### src/rtl/unmix_pkg.sv
// Shared types and sizing helpers for the nibble un-mixer receive path.
package unmix_pkg;

  typedef enum logic [0:0] {
    COLLECT = 1'b0,
    HOLD    = 1'b1
  } state_t;

  // Number of 4-bit beats that carry one A/B word pair of width n.
  function automatic int beats(input int n);
    return n / 2;
  endfunction

  localparam int DEFAULT_N  = 32;
  localparam int DEFAULT_KW = $clog2(DEFAULT_N / 2);

endpackage

### src/rtl/unmix_deser_beat_counter.sv
// Modulo-BEATS beat index with restart-at-one load and clear.
module beat_counter #(
  parameter int BEATS = 16,
  parameter int KW    = $clog2(BEATS)
) (
  input  logic          clk,
  input  logic          rstn,
  input  logic          inc,
  input  logic          load1,
  input  logic          clr,
  output logic [KW-1:0] k,
  output logic          last
);

  logic [KW-1:0] k_r;

  // beat index register; clear wins over restart, restart wins over increment
  always_ff @(posedge clk or negedge rstn) begin
    if (!rstn) begin
      k_r <= {KW{1'b0}};
    end else if (clr) begin
      k_r <= {KW{1'b0}};
    end else if (load1) begin
      k_r <= KW'(1);
    end else if (inc) begin
      if (k_r == KW'(BEATS - 1)) begin
        k_r <= {KW{1'b0}};
      end else begin
        k_r <= k_r + KW'(1);
      end
    end
  end

  assign k    = k_r;
  assign last = (k_r == KW'(BEATS - 1));

endmodule

### src/rtl/unmix_deser.sv
// Receive-side nibble un-mixer: reassembles A (LSB-first) and B (MSB-first)
// from 4-bit mixed beats and holds the pair until downstream takes it.
module unmix_deser
  import unmix_pkg::*;
#(
  parameter int N = 32
) (
  input  logic         clk,
  input  logic         rstn,
  input  logic         in_valid,
  output logic         in_ready,
  input  logic [3:0]   in_data,
  input  logic         in_first,
  output logic         out_valid,
  input  logic         out_ready,
  output logic [N-1:0] out_a,
  output logic [N-1:0] out_b,
  output logic         frame_err
);

  localparam int BEATS = beats(N);
  localparam int KW    = $clog2(BEATS);

  state_t        state_r;
  state_t        state_nxt_s;
  logic          accept_s;
  logic          write_s;
  logic [KW-1:0] widx_s;
  logic          inc_s;
  logic          load1_s;
  logic          clr_s;
  logic          err_s;
  logic          done_s;
  logic [KW-1:0] k_s;
  logic          last_s;
  logic [N-1:0]  out_a_r;
  logic [N-1:0]  out_b_r;
  logic          frame_err_r;

  beat_counter #(
    .BEATS (BEATS),
    .KW    (KW)
  ) u_beat_counter (
    .clk   (clk),
    .rstn  (rstn),
    .inc   (inc_s),
    .load1 (load1_s),
    .clr   (clr_s),
    .k     (k_s),
    .last  (last_s)
  );

  // beat classification: framing checks, write target and counter control
  always_comb begin
    accept_s = in_valid && (state_r == COLLECT);
    write_s  = 1'b0;
    widx_s   = {KW{1'b0}};
    inc_s    = 1'b0;
    load1_s  = 1'b0;
    clr_s    = (state_r == HOLD);
    err_s    = 1'b0;
    done_s   = 1'b0;
    if (accept_s) begin
      if (k_s == {KW{1'b0}}) begin
        if (in_first) begin
          write_s = 1'b1;
          inc_s   = 1'b1;
        end else begin
          err_s = 1'b1;
        end
      end else begin
        if (in_first) begin
          // restart: this beat becomes beat 0, stale bits get overwritten later
          err_s   = 1'b1;
          write_s = 1'b1;
          load1_s = 1'b1;
        end else begin
          write_s = 1'b1;
          widx_s  = k_s;
          inc_s   = 1'b1;
          done_s  = last_s;
        end
      end
    end else begin
      write_s = 1'b0;
    end
  end

  // next-state decode
  always_comb begin
    state_nxt_s = state_r;
    case (state_r)
      COLLECT: begin
        if (done_s) begin
          state_nxt_s = HOLD;
        end else begin
          state_nxt_s = COLLECT;
        end
      end
      HOLD: begin
        if (out_ready) begin
          state_nxt_s = COLLECT;
        end else begin
          state_nxt_s = HOLD;
        end
      end
      default: state_nxt_s = COLLECT;
    endcase
  end

  // state and framing-error pulse registers
  always_ff @(posedge clk or negedge rstn) begin
    if (!rstn) begin
      state_r     <= COLLECT;
      frame_err_r <= 1'b0;
    end else begin
      state_r     <= state_nxt_s;
      frame_err_r <= err_s;
    end
  end

  // direct bit-position writes: beat j owns A[2j+1:2j] and B[N-1-2j:N-2-2j]
  always_ff @(posedge clk or negedge rstn) begin
    if (!rstn) begin
      out_a_r <= {N{1'b0}};
      out_b_r <= {N{1'b0}};
    end else begin
      for (int j = 0; j < BEATS; j++) begin
        if (write_s && (widx_s == KW'(j))) begin
          out_a_r[2*j]       <= in_data[3];
          out_b_r[N-2-2*j]   <= in_data[2];
          out_a_r[2*j+1]     <= in_data[1];
          out_b_r[N-1-2*j]   <= in_data[0];
        end
      end
    end
  end

  assign in_ready  = (state_r == COLLECT);
  assign out_valid = (state_r == HOLD);
  assign out_a     = out_a_r;
  assign out_b     = out_b_r;
  assign frame_err = frame_err_r;

endmodule

### config.mk
export PLATFORM = sky130hd
export DESIGN_NAME = unmix_deser
export DESIGN_NICKNAME = d
export VERILOG_FILES = /design/src/rtl/unmix_pkg.sv /design/src/rtl/unmix_deser_beat_counter.sv /design/src/rtl/unmix_deser.sv
export SDC_FILE = /design/constraint.sdc
export NUM_CORES = 1
export LEC_CHECK = 0
export CAP_MARGIN = 20
export CORE_AREA = 2 2 77 79
export CTS_CLUSTER_DIAMETER = 150
export DETAILED_ROUTE_END_ITERATION = 8
export DIE_AREA = 0 0 79 81
export DONT_BUFFER_PORTS = 1
export GPL_TIMING_DRIVEN = 0
export PLACE_DENSITY_LB_ADDON = 0.25
export RECOVER_POWER = 25
export SYNTH_ARGS = -nofsm -noshare
export SYNTH_HDL_FRONTEND = slang
export SYNTH_HIERARCHICAL = 1
export SYNTH_SLANG_ARGS = --single-unit
### constraint.sdc
create_clock -name clk -period 2 [get_ports clk]
set_input_delay 0.4 -clock clk [delete_from_list [all_inputs] [get_ports clk]]
set_output_delay 0.4 -clock clk [all_outputs]
set_load 0.005 [all_outputs]
==> metrics.txt <==
deepest clock path buffer count=2; RSZ-0062 raised after global routing=yes; yosys warns=6; Most used DFF post-synth=sky130_fd_sc_hd__dfrtp_1; worst slack, placed=-0.325 ns; number of I/O pins=76; Core Area=around 5700 sq um; remaining max-slew budget at the tightest pin=66.1%; worst hold slack=-0.258 ns; Async S/R FF share, synth=100%; required time reported for the critical path endpoint=2.23 ns; number of remaining DRC errors=0; Fmax=around 500 MHz; number of detailed-route iterations in the first pass=4; via count of the first global-routing pass=1837; run status=complete, but fails checks; count of non-filler cells in the finished layout=about 300; distinct cell type count after synthesis=33; kind of critical path=register to register; combined global-route utilization of all metal layers=21.5%; Avg Vias per Cell=between 5 and 6; Final Hold Viols=70; fraction of final layout cells sized beyond drive strength 1=50.4%; detailed-route wire length=6.54 mm; number of H-tree levels=3; GP Congestion=between 0.8 and 0.9; maximum ir drop on the vdd rail=0.622 mV; number of buffers added by the clock tree synthesis step=9; worst-margin pin slew=0.508 ns; effective utilization at floorplan=51.2%; pwr dens=1250 nW/um^2; insertion delay of the later-clocked pin in the worst-skew pair=0.34 ns; share of synthesized area occupied by flip-flops and latches=between 60% and 70%; cell types with the largest area share after synthesis=sky130_fd_sc_hd__dfrtp_1 (60%), sky130_fd_sc_hd__mux2_2 (25%), sky130_fd_sc_hd__ha_1 (1.3%); detail-routed net length per standard cell=21.7 microns; HPWL Detailed=4.40 mm; post-route antenna net violation count=0; type of element capturing the critical path=register; library cell with the highest instance count after synthesis=sky130_fd_sc_hd__dfrtp_1; number of synthesized register bits=70; setup violation total in the final timing report=0; final critical-path share of the clock period=98.7%; fin nets=233; wire length of the first global-routing pass=10.1 mm; initial drt markers=83; failing checks=hold timing; diode count=0; worst-path fanout max=6; path category of the worst min-delay check=input port to asynchronous set/reset pin; cell count after synthesis=195; Synth area leader=sky130_fd_sc_hd__dfrtp_1; antenna violations before repair=0; die footprint=6400 sq um; clock slew seen by the registers of the worst setup and hold paths=around 0.080 ns; Clock Skew=0.00648 ns; die boundary height=81 microns; share of the synthesized area in the top cell type=60.3%; post-route minimum period=1.97 ns; Post-synth EDFFs=0; std cell rows=28; Horiz. Die Dim=79 microns; Arr. time, crit path=2.20 ns; CP Launch Type=register; Avg Synthesized Cell Area=14.9 sq um; number of input and output port buffers inserted=0; pin count of the biggest net entering global routing=71; Vias=1729; number of max-cap violations=0; cell area after technology mapping=2910 sq um; leakage power figure=1.65 nW; number of max-slew violations in the final report=0; list of most frequent post-synthesis cells=sky130_fd_sc_hd__dfrtp_1 (70), sky130_fd_sc_hd__mux2_2 (64), sky130_fd_sc_hd__nand4_1 (6), sky130_fd_sc_hd__clkbuf_1 (5); overflow left after global routing=0; layout-stage area growth over the synthesis result=17.6%; number of clock sinks=70; clock tree from TritonCTS=built; root buffer cell=sky130_fd_sc_hd__clkbuf_8; Final Worst Setup Slack=0.0269 ns; post-synthesis net count=just over 200; dpl cells=270
[routing by layer]
layer	routed length, microns	GRT usage (%)	up-vias
li1	-	-	762
met1	2600	25.4	886
met2	3340	35.8	68
met3	452	6.78	13
met4	150	10.7	0
met5	0	0	-
[report_power, final]
part	switching, mW	leakage, nW	internal [mW]
sequential	0.300	0.929	1.78
clock	0.532	0.102	0.736
combinational	0.397	0.624	0.521
[cells in the final DEF, fill, tap and decap left out, types with 3 or more instances in the layout]
cell and count:
sky130_fd_sc_hd__a21oi_1 3, sky130_fd_sc_hd__o211ai_1 3, sky130_fd_sc_hd__buf_4 13, sky130_fd_sc_hd__dfrtp_1 66
sky130_fd_sc_hd__dfrtp_2 4, sky130_fd_sc_hd__mux2_4 7, sky130_fd_sc_hd__nor2b_1 3, sky130_fd_sc_hd__mux2_2 57
sky130_fd_sc_hd__clkbuf_1 5, sky130_fd_sc_hd__clkinvlp_4 3, sky130_fd_sc_hd__nand4_1 6, sky130_fd_sc_hd__and4b_2 3
sky130_fd_sc_hd__clkbuf_8 10, sky130_fd_sc_hd__inv_1 4
[cell type report]
cell class	count	area, sq um
plain buffers	6	35.0
inverters	4	15.0
clock buffers	11	141
repair buffers	15	114
multi-input cells	115	1180
clock inverters	5	82.6
flip-flops and latches	70	1760
fillers	452	2260
well taps	75	93.8
[worst max-delay path, cell delays in order, from the launching register on]
cell                       delay, ns
sky130_fd_sc_hd__dfrtp_1        0.40
sky130_fd_sc_hd__buf_8          0.12
sky130_fd_sc_hd__nor4_4         0.03
sky130_fd_sc_hd__ha_2           0.21
sky130_fd_sc_hd__buf_4          0.14
sky130_fd_sc_hd__nor3b_2        0.33
sky130_fd_sc_hd__nand4b_1       0.16
sky130_fd_sc_hd__buf_4          0.19
sky130_fd_sc_hd__mux2_2         0.27
[timing repair]
action	CTS	global route
endpoints found under the hold margin	70	70
buffers inserted	7	8
setup endpoints to repair	67	62
resized for setup	7	15
pin swaps	3	6
gates cloned	0	1
[through the flow]
| step | power (mW) | hold WS, ns | setup TNS [ns] | util [%] | cell area, sq um |
|---|---|---|---|---|---|
| final | 4.27 | -0.258 | 0 | 60.2 | 3420 |
| after global routing | 4.48 | -0.278 | -1.22 | 60.2 | 3420 |
| after CTS | 4.20 | -0.267 | 0 | 58.2 | 3300 |
| after detailed placement | 2.85 | 0.107 | -17.20 | 53.1 | 3010 |
| after global placement | 2.77 | 0.106 | -8.19 | 53.1 | 3010 |
| after floorplan | 2.62 | 0.104 | -0.0636 | - | 2920 |
[registers in the layout (all words and copies together), names as in the netlist]
register and cells:
out_a 32, out_b 32, out_valid 1, frame_err 1
u_beat_counter/k 4
[worst paths after layout]
check / end / cells past startpoint / from / slack [ns]
setup / recovery: out_b[15] / 8 / u_beat_counter/k[2] / 0.03
hold / removal: out_a[29] / 0 / rstn / -0.26
setup reg to reg: out_b[15] / 8 / u_beat_counter/k[2] / 0.03
hold reg to reg: out_b[16] / 1 / out_b[16] / 0.54
max in group asynchronous: out_a[2] / 0 / rstn / 2.16
min in group clk: out_a[29] / 1 / in_data[1] / 0.20
[kinds of logic after synthesis]
family          count (synthesis)  synth area share [%]
mux                            65                  25.2
buf+inv                        10                  1.33
compound gates                 11                  2.84
flops                          70                  60.3
simple gates                   35                  8.79
xor+xnor                        1                 0.302
fa+ha+maj                       3                  1.29
Power figures use the tool's default switching activity.
==> RTL edit 1: new RTL, same flow settings <==
The parameter `N` goes from 32 to 16.
--- a/src/rtl/unmix_deser.sv
+++ b/src/rtl/unmix_deser.sv
@@ -3,7 +3,7 @@
 module unmix_deser
   import unmix_pkg::*;
 #(
-  parameter int N = 32
+  parameter int N = 16
 ) (
   input  logic         clk,
   input  logic         rstn,
Interface: changed (resized out_a and out_b); port bits go from 76 to 44. The function was not compared with the original's and may differ.
==> RTL edit 1 against the original RTL <==
- area after synthesis shrank 46%
- final area is 43% lower
- total power down 36%
- worst setup slack worse by 0.18 ns
- wire length decreased by 48%
- utilization decreased by 26 points
- worst hold slack improved by 0.47 ns
- sequential cell count decreased by 33
- clock power decreased by 62%
- largest power group unchanged
- via count down 47%
- fmax is 8.2% lower
- cell count decreased by 35%
- the run ends with negative setup slack left
==> RTL edit 1: results <==
[power_and_ir_drop]
power_switching_uw = 854
p_comb_uw = 891
ir_drop_mv = 0.376
p_seq_share_pct = 49.7
leakage_nw = 0.880
swShare_pct = 31.2

[placement]
dpl.hpwl_microns = 2350
place.gp.congestion = 0.696
numPlacedInstances = 180
placed_area_sq_um = 1720
place_worst_setup_slack_ns = -0.394

[routing]
drt_iter0_drc = 26
routed-wl-met2_microns = 1720
topRoutingLayerUsed = "met4"
wirelength_microns = 3400
dr_wl_met3_microns = 242
viasPerCell = 4.63
m1WireLength_microns = 1350

[timing]
setup_viol = 15
setup_tns_ns = -1.60
finClkSkew_ns = 0.00245
slew_headroom_pct = 39.8
fin_ws_ns = -0.150
hold_ws_ns = 0.211

[outcome]
violations = "negative setup slack"
outcome = "finished with violations"

[cts]
cts_resized = 17
htreeDepth = 2
cts_hold_buf = 2
clk_latency_ns = 0.28
cts_buffers = 5
cts-root-buf = "clkbuf_8"

[global_routing]
gr-usage-met1_pct = 13.6
grt_pass1_vias = 1008
grt_use_met2_pct = 18.6
grt_max_degree = 38
grt_util_met3_pct = 4.56
grt_pass1_wl_microns = 5480
grtUsageTotal_pct = 11.7

[setup_path]
rr_worst_depth = 5
r2r-start = "u_beat_counter/k[0]$_DFFE_PN0P_"
crit_type = "reg2reg"
cp_slowest_cell = "or4b_4"
crit_end = "out_a[8]$_DFFE_PN0P_"
critPathMaxFanout = 4
arrival_ns = 2.32
rr_endpoint = "out_a[8]$_DFFE_PN0P_"
critPathMaxStageDelay_ns = 0.56

[logic_synthesis]
async_flop_share_pct = 100
syn-num-nets = 118
avgSynthCellArea_sq_um = 15.0
synth-seq-area-share_pct = 58.8
synthTopCellsByArea = "dfrtp_1, mux2_2, mux2_1"
synth_commonest_cells = "dfrtp_1, mux2_2, mux2_1, inv_1"
synth.distinct_cells = 23

[min_path]
min_path_type = "in2reg"
holdPathEnd = "out_valid$_DFF_PN0_"

[final_layout]
drive_gt1_share_pct = 50.0
final_cells = 197
fin_nets = 134
RTL edit 1: layout make-up:
cell class	count	area, sq um
Clock buffer	6	72.6
Clock inverter	2	10.0
Fill cell	564	3730
Inverter	5	18.8
Multi-Input combinational cell	62	734
Sequential cell	37	930
Tap cell	75	93.8
Timing Repair Buffer	10	87.6
RTL edit 1: logic make-up after synthesis:
| kind of cell | count (synthesis) | synth area share (%) |
|---|---|---|
| AOI/OAI and AO/OA | 3 | 1.43 |
| DFF | 37 | 58.8 |
| buffers and inverters | 6 | 1.91 |
| adders and majority gates | 4 | 3.18 |
| muxes | 34 | 24.1 |
| and+or+nand+nor | 21 | 10.6 |
RTL edit 1: critical path, delay by kind of cell, from the launching register on:
kind                       cells  cell delay (ns)
DFF                            1             0.40
adders and majority gates      1             0.17
and+or+nand+nor                3             1.14
muxes                          1             0.32
==> RTL edit 2: new RTL, same flow settings <==
Without the edit above. Make the reset (`rstn`) synchronous in 3 clocked blocks.
--- a/src/rtl/unmix_deser_beat_counter.sv
+++ b/src/rtl/unmix_deser_beat_counter.sv
@@ -15,7 +15,7 @@
   logic [KW-1:0] k_r;
 
   // beat index register; clear wins over restart, restart wins over increment
-  always_ff @(posedge clk or negedge rstn) begin
+  always_ff @(posedge clk) begin
     if (!rstn) begin
       k_r <= {KW{1'b0}};
     end else if (clr) begin
--- a/src/rtl/unmix_deser.sv
+++ b/src/rtl/unmix_deser.sv
@@ -109,7 +109,7 @@
   end
 
   // state and framing-error pulse registers
-  always_ff @(posedge clk or negedge rstn) begin
+  always_ff @(posedge clk) begin
     if (!rstn) begin
       state_r     <= COLLECT;
       frame_err_r <= 1'b0;
@@ -120,7 +120,7 @@
   end
 
   // direct bit-position writes: beat j owns A[2j+1:2j] and B[N-1-2j:N-2-2j]
-  always_ff @(posedge clk or negedge rstn) begin
+  always_ff @(posedge clk) begin
     if (!rstn) begin
       out_a_r <= {N{1'b0}};
       out_b_r <= {N{1'b0}};
Behaviour: differs if rstn is asserted again (counterexample within 4 cycles, from zero or initial values and one cycle with rstn low); with rstn held inactive, the same outputs for 10 cycles.
==> RTL edit 2 against the original RTL <==
- synthesized cell count up 44%
- worst setup slack better by 0.064 ns
- global-route usage up 0.37 points
- area after synthesis down 3.4%
- wire length up 3.7%
- sequential cell count unchanged
- final area down 5.2%
- critical path type unchanged
Power is not compared: it rests on default switching activity, and its combinational part moved more than twofold at a synthesized area within 25%.
==> RTL edit 2: results <==
[global_routing]
grt_pass1_vias = 2019
gr-usage-met1_pct = 26.2
grtUsageTotal_pct = 21.9
grt_pass1_wl_microns = 10500
grt_util_met3_pct = 8.78
grt_use_met2_pct = 35.9
grt_max_degree = 12

[routing]
routed-wl-met2_microns = 3250
dr_wl_met3_microns = 501
drt_iter0_drc = 152
topRoutingLayerUsed = "met4"
viasPerCell = 5.39
drt_first_pass_iters = 4
m1WireLength_microns = 2950
wirelength_microns = 6780

[logic_synthesis]
synth-xor-area-share_pct = 0.312
synthFlopType = "dfxtp_1"
synth.distinct_cells = 36
synthAdderAreaFrac_pct = 1.34
synth_commonest_cells = "nand2_1, dfxtp_1, mux2i_1, clkbuf_1, inv_1"
syn-num-nets = 293
yosysWarnings = 6
synth-seq-area-share_pct = 49.9
async_flop_share_pct = 0
avgSynthCellArea_sq_um = 9.99
synthMuxAreaShare_pct = 23.2
synth-compound-area-share_pct = 3.43
synthTopCellsByArea = "dfxtp_1, mux2i_1, nand2_1"

[timing]
max_slew.worst_pin.slew_ns = 0.585
fin_crit_sh_pct = 95.5
finClkSkew_ns = 0.00570

[outcome]
outcome = "complete, no violations"

[cts]
cts_resized = 17
cts_setup_buffers = 2
cts_buffers = 9
htreeDepth = 3
path_clk_slew_ns = 0.07

[setup_path]
rr_endpoint = "out_a[23]$_SDFFE_PN0P_"
crit_end = "out_a[23]$_SDFFE_PN0P_"
arrival_ns = 2.18
r2r-start = "u_beat_counter/k[3]$_SDFFE_PP0P_"
rr_worst_depth = 8
critPathMaxFanout = 7
regToRegSetupSlack_ns = 0.09

[final_layout]
fin_nets = 312
num-fill-cells = 506
final_cells = 380
drive_gt1_share_pct = 14.4

[power_and_ir_drop]
leakage_nw = 1.39
powerDensity_nw_per_um2 = 847

[placement]
dpl.hpwl_microns = 4540
placed_area_sq_um = 2900
numPlacedInstances = 356
place_worst_setup_slack_ns = -0.647
place.gp.congestion = 0.834

[min_path]
min_path_type = "in2reg"
[RTL edit 2: cell count changes after synthesis, sizes merged, moves of 3 or more]
cell    unedited run  this run
and4               0         3
and4b              3         0
buf                0         6
clkbuf             6        13
dfrtp             70         0
dfxtp              0        70
inv                4         7
mux2              64         0
mux2i              1        65
nand2              3        72
nor2               2         5
[RTL edit 2: power breakdown]
part	switching, mW	internal (mW)
clock network	0.509	0.573
logic	0.137	0.0935
registers	0.0211	1.41
total	0.666	2.08
[RTL edit 2: area by class of cell]
class	count	share of cell area, %
multi-input cells	185	42.1
plain buffers	19	2.94
repair buffers	8	1.85
well taps	75	2.90
flip-flops and latches	70	43.7
clock inverters	4	1.47
inverters	7	0.811
clock buffers	12	4.17
[RTL edit 2: kinds of logic after synthesis]
logic type,Yosys count
adders and majority gates,3
and+or+nand+nor,104
DFF,70
muxes,65
buffers and inverters,26
AOI/OAI and AO/OA,12
xor gates and xnor gates,1
[RTL edit 2: worst max-delay path: stages, from the launching register on]
cell,delay [ns]
dfxtp_4,0.39
nor2_4,0.06
nand2_2,0.08
inv_2,0.06
ha_4,0.18
nor4bb_4,0.42
and4_1,0.30
buf_8,0.14
mux2i_1,0.20
[RTL edit 2: worst min-delay path by stage]
stage	start	end	slack, ns	depth (start not counted)
after global routing	rstn	u_beat_counter/k[0]$_SDFFE_PP0P_	0.17	1
final	rstn	u_beat_counter/k[0]$_SDFFE_PP0P_	0.18	1
after global placement	out_a[31]$_SDFFE_PN0P_	out_a[31]$_SDFFE_PN0P_	0.46	2
after CTS	rstn	u_beat_counter/k[0]$_SDFFE_PP0P_	0.17	1
after detailed placement	out_a[22]$_SDFFE_PN0P_	out_a[22]$_SDFFE_PN0P_	0.47	2
after floorplan	out_a[10]$_SDFFE_PN0P_	out_a[10]$_SDFFE_PN0P_	0.45	2
